## config.mk

```make
export PLATFORM = sky130hd
export DESIGN_NAME = ioctl_rom_loader
export DESIGN_NICKNAME = d
export VERILOG_FILES = /design/src/rtl/ioctl_rom_loader.sv
export SDC_FILE = /design/constraint.sdc
export NUM_CORES = 1
export LEC_CHECK = 0
export ABC_AREA = 1
export BUFFER_PORTS_ARGS = -buffer_cell sky130_fd_sc_hd__buf_4
export CAP_MARGIN = 5
export CORE_MARGIN = 3
export CORE_UTILIZATION = 35
export CTS_CLUSTER_DIAMETER = 50
export DETAILED_ROUTE_END_ITERATION = 10
export PLACE_DENSITY = 0.58
export SETUP_SLACK_MARGIN = 0.05
export SYNTH_ARGS = -nofsm -noshare
export SYNTH_HDL_FRONTEND = slang
export SYNTH_SLANG_ARGS = --single-unit
```

## constraint.sdc

```tcl
create_clock -name clk_sys -period 1.9 [get_ports clk_sys]
set_input_delay 0.38 -clock clk_sys [delete_from_list [all_inputs] [get_ports clk_sys]]
set_output_delay 0.38 -clock clk_sys [all_outputs]
set_load 0.005 [all_outputs]
```

## src/rtl/ioctl_rom_loader.sv

```systemverilog
// Packs a byte-wide ioctl download stream into 16-bit word writes with byte enables.
// Optional macro LOADER_CHECKSUM_EN adds a per-session 16-bit byte checksum output.
module ioctl_rom_loader #(
    parameter int         ADDR_W = 23,
    parameter logic [7:0] INDEX  = 8'd0
) (
    input  logic              clk_sys,
    input  logic              reset_n,
    input  logic              ioctl_download,
    input  logic              ioctl_wr,
    input  logic [24:0]       ioctl_addr,
    input  logic [7:0]        ioctl_dout,
    input  logic [7:0]        ioctl_index,
    output logic              ioctl_wait,
    output logic [ADDR_W-1:0] mem_addr,
    output logic [15:0]       mem_din,
    output logic [1:0]        mem_be,
    output logic              mem_req,
    input  logic              mem_ack,
    output logic              busy,
    output logic              done,
    output logic              err,
`ifdef LOADER_CHECKSUM_EN
    output logic [15:0]       checksum,
`endif
    output logic [2:0]        state_dbg
);

    // Memory handshake: mem_req rises with stable addr/din/be and holds until
    // mem_ack is sampled high; ioctl_wait mirrors mem_req so the host stalls.
    typedef enum logic [2:0] {
        S_IDLE    = 3'd0,
        S_COLLECT = 3'd1,
        S_WRITE   = 3'd2,
        S_FLUSH   = 3'd3,
        S_FIN     = 3'd4
    } state_t;

    state_t              state_q, state_d;
    logic                dl_q, dl_d;
    logic                pend_q, pend_d;
    logic [7:0]          pend_byte_q, pend_byte_d;
    logic [ADDR_W-1:0]   pend_word_q, pend_word_d;
    logic                hold_q, hold_d;
    logic [7:0]          hold_byte_q, hold_byte_d;
    logic [ADDR_W-1:0]   hold_word_q, hold_word_d;
    logic                flush_q, flush_d;
    logic                mem_req_q, mem_req_d;
    logic [ADDR_W-1:0]   mem_addr_q, mem_addr_d;
    logic [15:0]         mem_din_q, mem_din_d;
    logic [1:0]          mem_be_q, mem_be_d;
    logic                err_q, err_d;

    logic [ADDR_W-1:0]   wr_word;
    logic                dl_rise, dl_fall, claim;

    assign wr_word = ioctl_addr[ADDR_W:1];
    assign dl_rise = ioctl_download & ~dl_q;
    assign dl_fall = ~ioctl_download & dl_q;
    assign claim   = (state_q == S_IDLE) && dl_rise && (ioctl_index == INDEX);

    if (ADDR_W < 24) begin : g_unused_addr
        logic unused_addr_bits;
        assign unused_addr_bits = ^ioctl_addr[24:ADDR_W+1];
    end

    always_comb begin
        state_d     = state_q;
        dl_d        = ioctl_download;
        pend_d      = pend_q;
        pend_byte_d = pend_byte_q;
        pend_word_d = pend_word_q;
        hold_d      = hold_q;
        hold_byte_d = hold_byte_q;
        hold_word_d = hold_word_q;
        flush_d     = flush_q;
        mem_req_d   = mem_req_q;
        mem_addr_d  = mem_addr_q;
        mem_din_d   = mem_din_q;
        mem_be_d    = mem_be_q;
        err_d       = err_q;

        if (ioctl_wr && mem_req_q) begin
            err_d = 1'b1;
        end

        case (state_q)
            S_IDLE: begin
                if (claim) begin
                    state_d = S_COLLECT;
                    err_d   = 1'b0;
                    pend_d  = 1'b0;
                    hold_d  = 1'b0;
                    flush_d = 1'b0;
                end
            end
            S_COLLECT: begin
                if (ioctl_wr) begin
                    if (!ioctl_addr[0]) begin
                        // A stale low byte from another word goes out on its own.
                        if (pend_q && (pend_word_q != wr_word)) begin
                            mem_req_d  = 1'b1;
                            mem_addr_d = pend_word_q;
                            mem_din_d  = {8'h00, pend_byte_q};
                            mem_be_d   = 2'b01;
                            state_d    = S_WRITE;
                        end
                        pend_d      = 1'b1;
                        pend_byte_d = ioctl_dout;
                        pend_word_d = wr_word;
                    end else if (pend_q && (pend_word_q == wr_word)) begin
                        mem_req_d  = 1'b1;
                        mem_addr_d = wr_word;
                        mem_din_d  = {ioctl_dout, pend_byte_q};
                        mem_be_d   = 2'b11;
                        pend_d     = 1'b0;
                        state_d    = S_WRITE;
                    end else if (pend_q) begin
                        // Two writes needed: stale low byte now, this high byte queued.
                        mem_req_d   = 1'b1;
                        mem_addr_d  = pend_word_q;
                        mem_din_d   = {8'h00, pend_byte_q};
                        mem_be_d    = 2'b01;
                        pend_d      = 1'b0;
                        hold_d      = 1'b1;
                        hold_byte_d = ioctl_dout;
                        hold_word_d = wr_word;
                        state_d     = S_WRITE;
                    end else begin
                        mem_req_d  = 1'b1;
                        mem_addr_d = wr_word;
                        mem_din_d  = {ioctl_dout, 8'h00};
                        mem_be_d   = 2'b10;
                        state_d    = S_WRITE;
                    end
                end
                if (dl_fall) begin
                    if (state_d == S_WRITE) flush_d = 1'b1;
                    else                    state_d = S_FLUSH;
                end
            end
            S_WRITE: begin
                if (dl_fall) flush_d = 1'b1;
                if (mem_ack) begin
                    if (hold_q) begin
                        mem_addr_d = hold_word_q;
                        mem_din_d  = {hold_byte_q, 8'h00};
                        mem_be_d   = 2'b10;
                        hold_d     = 1'b0;
                    end else begin
                        mem_req_d = 1'b0;
                        state_d   = (flush_q || dl_fall) ? S_FLUSH : S_COLLECT;
                    end
                end
            end
            S_FLUSH: begin
                flush_d = 1'b1;
                if (pend_q) begin
                    mem_req_d  = 1'b1;
                    mem_addr_d = pend_word_q;
                    mem_din_d  = {8'h00, pend_byte_q};
                    mem_be_d   = 2'b01;
                    pend_d     = 1'b0;
                    state_d    = S_WRITE;
                end else begin
                    state_d = S_FIN;
                end
            end
            S_FIN: begin
                flush_d = 1'b0;
                state_d = S_IDLE;
            end
            default: state_d = S_IDLE;
        endcase
    end

    // dl_q resets high so a download already running at release is never seen as rising.
    always_ff @(posedge clk_sys or negedge reset_n) begin
        if (!reset_n) begin
            state_q     <= S_IDLE;
            dl_q        <= 1'b1;
            pend_q      <= 1'b0;
            pend_byte_q <= 8'h00;
            pend_word_q <= '0;
            hold_q      <= 1'b0;
            hold_byte_q <= 8'h00;
            hold_word_q <= '0;
            flush_q     <= 1'b0;
            mem_req_q   <= 1'b0;
            mem_addr_q  <= '0;
            mem_din_q   <= 16'h0000;
            mem_be_q    <= 2'b00;
            err_q       <= 1'b0;
        end else begin
            state_q     <= state_d;
            dl_q        <= dl_d;
            pend_q      <= pend_d;
            pend_byte_q <= pend_byte_d;
            pend_word_q <= pend_word_d;
            hold_q      <= hold_d;
            hold_byte_q <= hold_byte_d;
            hold_word_q <= hold_word_d;
            flush_q     <= flush_d;
            mem_req_q   <= mem_req_d;
            mem_addr_q  <= mem_addr_d;
            mem_din_q   <= mem_din_d;
            mem_be_q    <= mem_be_d;
            err_q       <= err_d;
        end
    end

`ifdef LOADER_CHECKSUM_EN
    logic [15:0] csum_q, csum_d;

    always_comb begin
        csum_d = csum_q;
        if (claim) begin
            csum_d = 16'h0000;
        end else if ((state_q == S_COLLECT) && ioctl_wr) begin
            csum_d = csum_q + {8'h00, ioctl_dout};
        end
    end

    always_ff @(posedge clk_sys or negedge reset_n) begin
        if (!reset_n) csum_q <= 16'h0000;
        else          csum_q <= csum_d;
    end

    assign checksum = csum_q;
`endif

    assign mem_req    = mem_req_q;
    assign ioctl_wait = mem_req_q;
    assign mem_addr   = mem_addr_q;
    assign mem_din    = mem_din_q;
    assign mem_be     = mem_be_q;
    assign err        = err_q;
    assign busy       = (state_q != S_IDLE);
    assign done       = (state_q == S_FIN);
    assign state_dbg  = state_q;

endmodule

```

# [After elaboration in Yosys (flattened, before gate mapping)]
# Index checks and enable logic that the tools add are counted.
[totals] n_memories=0 out_inout_bits=49 latch_bits=0 mem_bits_rw=0 word_cells=123 rom_bits=0 ff_bits=112
[op_classes] n_lt_le_gt_ge=0 n_mul=0 mux=62 bitwise_logic=6 div_mod_pow=0 shift=0 n_reduce_logical=21 n_addsub=0 eq_ne=20
[ops] operator="$mux 23" n=8
[ops] operator="$mux 16" n=8
[ops] operator="$pmux 23 s3" n=1
[ops] operator="$pmux 16 s3" n=1
[ops] operator="$mux 3" n=10
[ops] operator="$ne 2x2->1 const B" n=12
[ops] operator="$eq 23x23->1" n=1
[ops] operator="$ne 23x23->1" n=1
[ops] operator="$mux 1" n=19
[ops] operator="$mux 2" n=9
[ops] operator="$pmux 3 s4" n=1
[ops] operator="$reduce_and 6->1" n=2
[ops] operator="$reduce_bool 3->1" n=4
[ops] operator="$reduce_and 5->1" n=2
[ops] operator="$eq 3x2->1 const B" n=3
[ops] operator="$pmux 1 s3" n=3
[ops] operator="$reduce_and 3->1" n=3
[ops] operator="$logic_not 8->1" n=1
[ops] operator="$reduce_and 7->1" n=1
[ops] operator="$pmux 2 s3" n=1
[ops] operator="$logic_and 1x1->1" n=5
[ops] operator="$pmux 1 s5" n=1
[ops] operator="$reduce_bool 5->1" n=1
[ops] operator="$not 1->1" n=4
[ops] operator="other kinds (6)" n=7

# [Longest topological paths before layout]
[logic_depth] depth_word=10 ltp_mapped=14 mapped_depth_nobuf=13

# [Worst setup path after synthesis]
# OpenSTA, ideal clock, no wires.
[synth_timing] kind="reg2reg" startpoint="register state_q[2], in the netlist state_dbg[2]" endpoint="register mem_addr_q[10], in the netlist mem_addr[10]" setup_ns=0.065 path_buffers=1 arrival_ns=1.612 stages_incl_launch_ff=11 slack_ns=0.223 cell_sequence="dfrtp_1 -> nor2_8 -> nand2_4 -> nand2_4 -> inv_2 -> a21oi_4 -> nand3_1 -> nor2_2 -> buf_2 -> nand2_1 -> nand2_1"
[synth_between] elab_chain_len=3
[synth_rtl] item="start: declaration" line_no="39" rtl="state_t state_q, state_d;"
[synth_rtl] item="start signal: assignment" line_no="195" rtl="state_q <= state_d;"
[synth_rtl] item="$eq 3x1->1 or $eq 3x2->1 (tied branches)" line_no="87" rtl="case (state_q)"
[synth_rtl] item="$ne 3x3->1 (no line), or another cell as far along"
[synth_rtl] item="$reduce_and 6->1 (no line)"
[synth_rtl] item="end signal: assignment" line_no="205" rtl="mem_addr_q <= mem_addr_d;"
[synth_rtl] item="end: declaration" line_no="49" rtl="logic [ADDR_W-1:0] mem_addr_q, mem_addr_d;"
# Parallel ways exist; a longest one is shown, timed or not.
# A chain may end at the register's enable or synchronous reset.

# [Final worst setup path]
[layout_timing] startpoint="register state_q[2], in the netlist state_dbg[2]" endpoint="register mem_addr_q[22], in the netlist mem_addr[22]"
# The elaborated chain is that of the path after synthesis.

==> summary.txt <==
CTS
  • Clk root buf: clkbuf_16
  • Clock sinks: 112
  • H-tree Lvls: 3
  • CTS tree: done
  • Total CTS buffers: 9
  • Clock latency on the worst-skew pair: 0.36 ns
  • Register clock-pin slew on the reported worst setup and hold paths: 0.07 ns
  • CTS max path bufs: 2
  • Hold buffers post-CTS: 0

Floorplan
  • FP Rows: 46
  • IO Pins: 95
  • Starting Density: 36.35%
  • Area of the core: 16,170 um^2
  • Die X: 135.6 um
  • Die Footprint: 18,390 um^2
  • DIE HEIGHT: 135.6 um

STA
  • Max-slew headroom: 56.37%
  • Period minus WS final: 1.886 ns
  • Slack of the critical path: 0.01398 ns
  • Final Cycle Share: 99.26%
  • Clock Skews: 0.004167 ns
  • Fmax: 530.2 MHz
  • Measured slew at the worst slew-check pin: 0.6545 ns
  • Fin. max-slew vios: 0
  • Count of final hold-check violations: 0
  • RSZ-0062 raised after global routing: yes
  • # setup viols final: 0

Status
  • Status: finished, final reports clean

Synthesis
  • Synth Instances: 820
  • FF+latch count, synth: 112
  • Warnings from Yosys: 0
  • Synthesized area per cell: 7.170 um^2
  • Top cells by area, synth: dfrtp_1 47%, nand2_1 23%, o21ai_0 12%
  • Area leader, netlist: dfrtp_1
  • Mapped cell area: 5879 um^2
  • Seq/Total Area, Yosys: 47.69%
  • Syn Nets: 866
  • Synth top area share: 47.24%
  • Synth cell types: 29

Finish
  • Area growth syn-to-layout: 31.54%
  • Final nets: 992
  • Ratio of cells with drive above 1 in the final layout: 22.55%
  • Ant diodes: 0

Setup path
  • CP max stage cell: dfrtp_1
  • Critical Setup Path Class: flop to flop
  • Crit path depth: 11
  • Critical path endpoint category: flop
  • Startpoint types: flop
  • Critical Path Max Stage Delay: 0.49 ns
  • Crit path max-delay family: simple AND/OR/NAND/NOR gates
  • Buf/Inv on CP: 4
  • Maximum fanout along the worst path: 9
  • Cell breakdown of the critical path: nor2_4 > nand2_2 > nand2_4 > inv_2 > a21oi_4 > buf_4 > nand4_1 > buf_6 > clkbuf_16 > nand2_4 > nand2_2
  • Worst R2R Start: state_dbg[2]$_DFFE_PN0P_
  • Arrival time worst endpoint: 2.14 ns
  • Path depth of the worst reg2reg path: 11
  • WP data required: 2.15 ns
  • Crit path from: state_dbg[2]$_DFFE_PN0P_

Drt
  • DR WL/cell: 14.01 um
  • Avg Vias per Cell: 4.739
  • Iter 0 DRT Violations: 371
  • DR pass1 iterations: 5
  • Post-route DRC: 0
  • DRT Wirelength: 16.33 mm
  • Via count: 5,521
  • Post-DRT Antenna Nets: 0

Global routing
  • Total track usage: 17.83%
  • Vias in the first global route: 5,110
  • First-pass GRT wire length: 26.27 mm
  • Grt ovf: 0
  • Pin count of the biggest net entering global routing: 113
  • Initial antenna violation count: 0

Power
  • Pleak: 3.980 nW
  • Power density cells: 1606 nW/um^2
  • Total chip power: 12.42 mW
  • Worst VDD drop: 882.1 uV

Place
  • Pre-CTS setup slack: -0.1551 ns
  • Final HPWL DP: 10.69 mm
  • Number of I/O port buffers: 93
  • GPL Wtd Cong: 0.8027

Flow run
  • Max-Cap Viols: 0

Hold path
  • Hold Path Class: primary input to async pin
==> sequential cells by signal, indices dropped and copies added (netlist names) <==
signal       flops
hold_word_q     23
hold_q           1
err              1
ioctl_wait       1
pend_word_q     23
pend_byte_q      8
mem_addr        23
hold_byte_q      8
mem_be           2
dl_q             1
mem_din         16
pend_q           1
flush_q          1
state_dbg        3
==> what timing repair did <==
item | CTS | global route
pin swaps | 0 | 12
endpoints found under the setup margin | 72 | 77
gates resized for setup | 6 | 40
cloned | 1 | 2
setup buffers | 3 | 2
==> through the flow <==
stage	TNS, ns	util (%)	cell area, um^2	hold WS (ns)	std cells
final	0	47.82	7734	0.05540	1165
after global routing	-4.607	47.82	7734	0.1275	1165
after CTS	0	46.76	7562	0.1284	1162
after detailed placement	-5.068	44.34	7172	0.4667	1144
after global placement	-1.824	44.34	7172	0.4607	1144
after floorplan	0	-	5879	0.08441	820
==> power by group <==
group          switching (mW)  internal [mW]  total, mW
Sequential              0.668           3.28       3.95
Clock                   0.866           1.35       2.21
Combinational            3.54           2.72       6.26
==> cells in the mapped netlist, drive strengths merged <==
cell type and number:
inv 74, o21ai 140, nand3 18, nor3 2, a32oi 1, nor4 1
xor2 1, o211ai 23, clkbuf 24, nand2 367, xnor2 2, dfrtp 111
a21oi 4, buf 17, nand3b 1, nor2 27, dfstp 1, nand4 5
a21boi 1
==> logic make-up after synthesis <==
logic type	Yosys count	synth area share (%)
flip-flops	112	47.69
XOR/XNOR	3	0.4470
buffers and inverters	115	7.683
AND/OR/NAND/NOR	421	28.52
AO/OA/AOI/OAI	169	15.66
==> worst reg2reg max path, stage by stage (launching register included) <==
cell	delay (ns)
dfrtp_1	0.49
nor2_4	0.16
nand2_2	0.09
nand2_4	0.12
inv_2	0.07
a21oi_4	0.13
buf_4	0.15
nand4_1	0.13
buf_6	0.18
clkbuf_16	0.17
nand2_4	0.06
nand2_2	0.05
==> worst paths after layout <==
kind | endpoint | slack [ns]
worst min-delay path | mem_din[6]$_DFFE_PN0P_ | 0.06
worst max-delay path | mem_addr[22]$_DFFE_PN0P_ | 0.01
max in group asynchronous | state_dbg[1]$_DFFE_PN0P_ | 1.31
worst max register to register | mem_addr[22]$_DFFE_PN0P_ | 0.01
min in group clk_sys | dl_q$_DFF_PN1_ | 0.14
worst min register to register | flush_q$_DFFE_PN0P_ | 0.48
==> final cells by class <==
type / count / area (um^2)
fillers: 1631 / 8439
clock buffers: 11 / 252.7
well taps: 216 / 270.3
repair buffers: 156 / 1324
clock inverters: 3 / 90.09
multi-input cells: 593 / 2713
inverters: 74 / 277.8
flip-flops and latches: 112 / 2806
==> layout by cell type (no fill, tap or decap), drive strengths merged, types with 4 or more instances in the layout <==
cell	Yosys	layout
a21oi	4	4
inv	74	74
nand2	367	367
nor2	27	27
clkbuf	24	13
nand4	5	5
dfrtp	111	111
o211ai	23	23
buf	17	154
nand3	18	18
o21ai	140	140
==> metal layers <==
metal | global-route usage (%) | vias up | wire (um)
li1 | - | 2848 | -
met1 | 26.23 | 2524 | 8125
met2 | 27.10 | 134 | 7167
met3 | 3.678 | 15 | 776
met4 | 4.031 | 0 | 257
met5 | 0 | - | 0
Note: power is estimated with default switching activity, not from simulation.
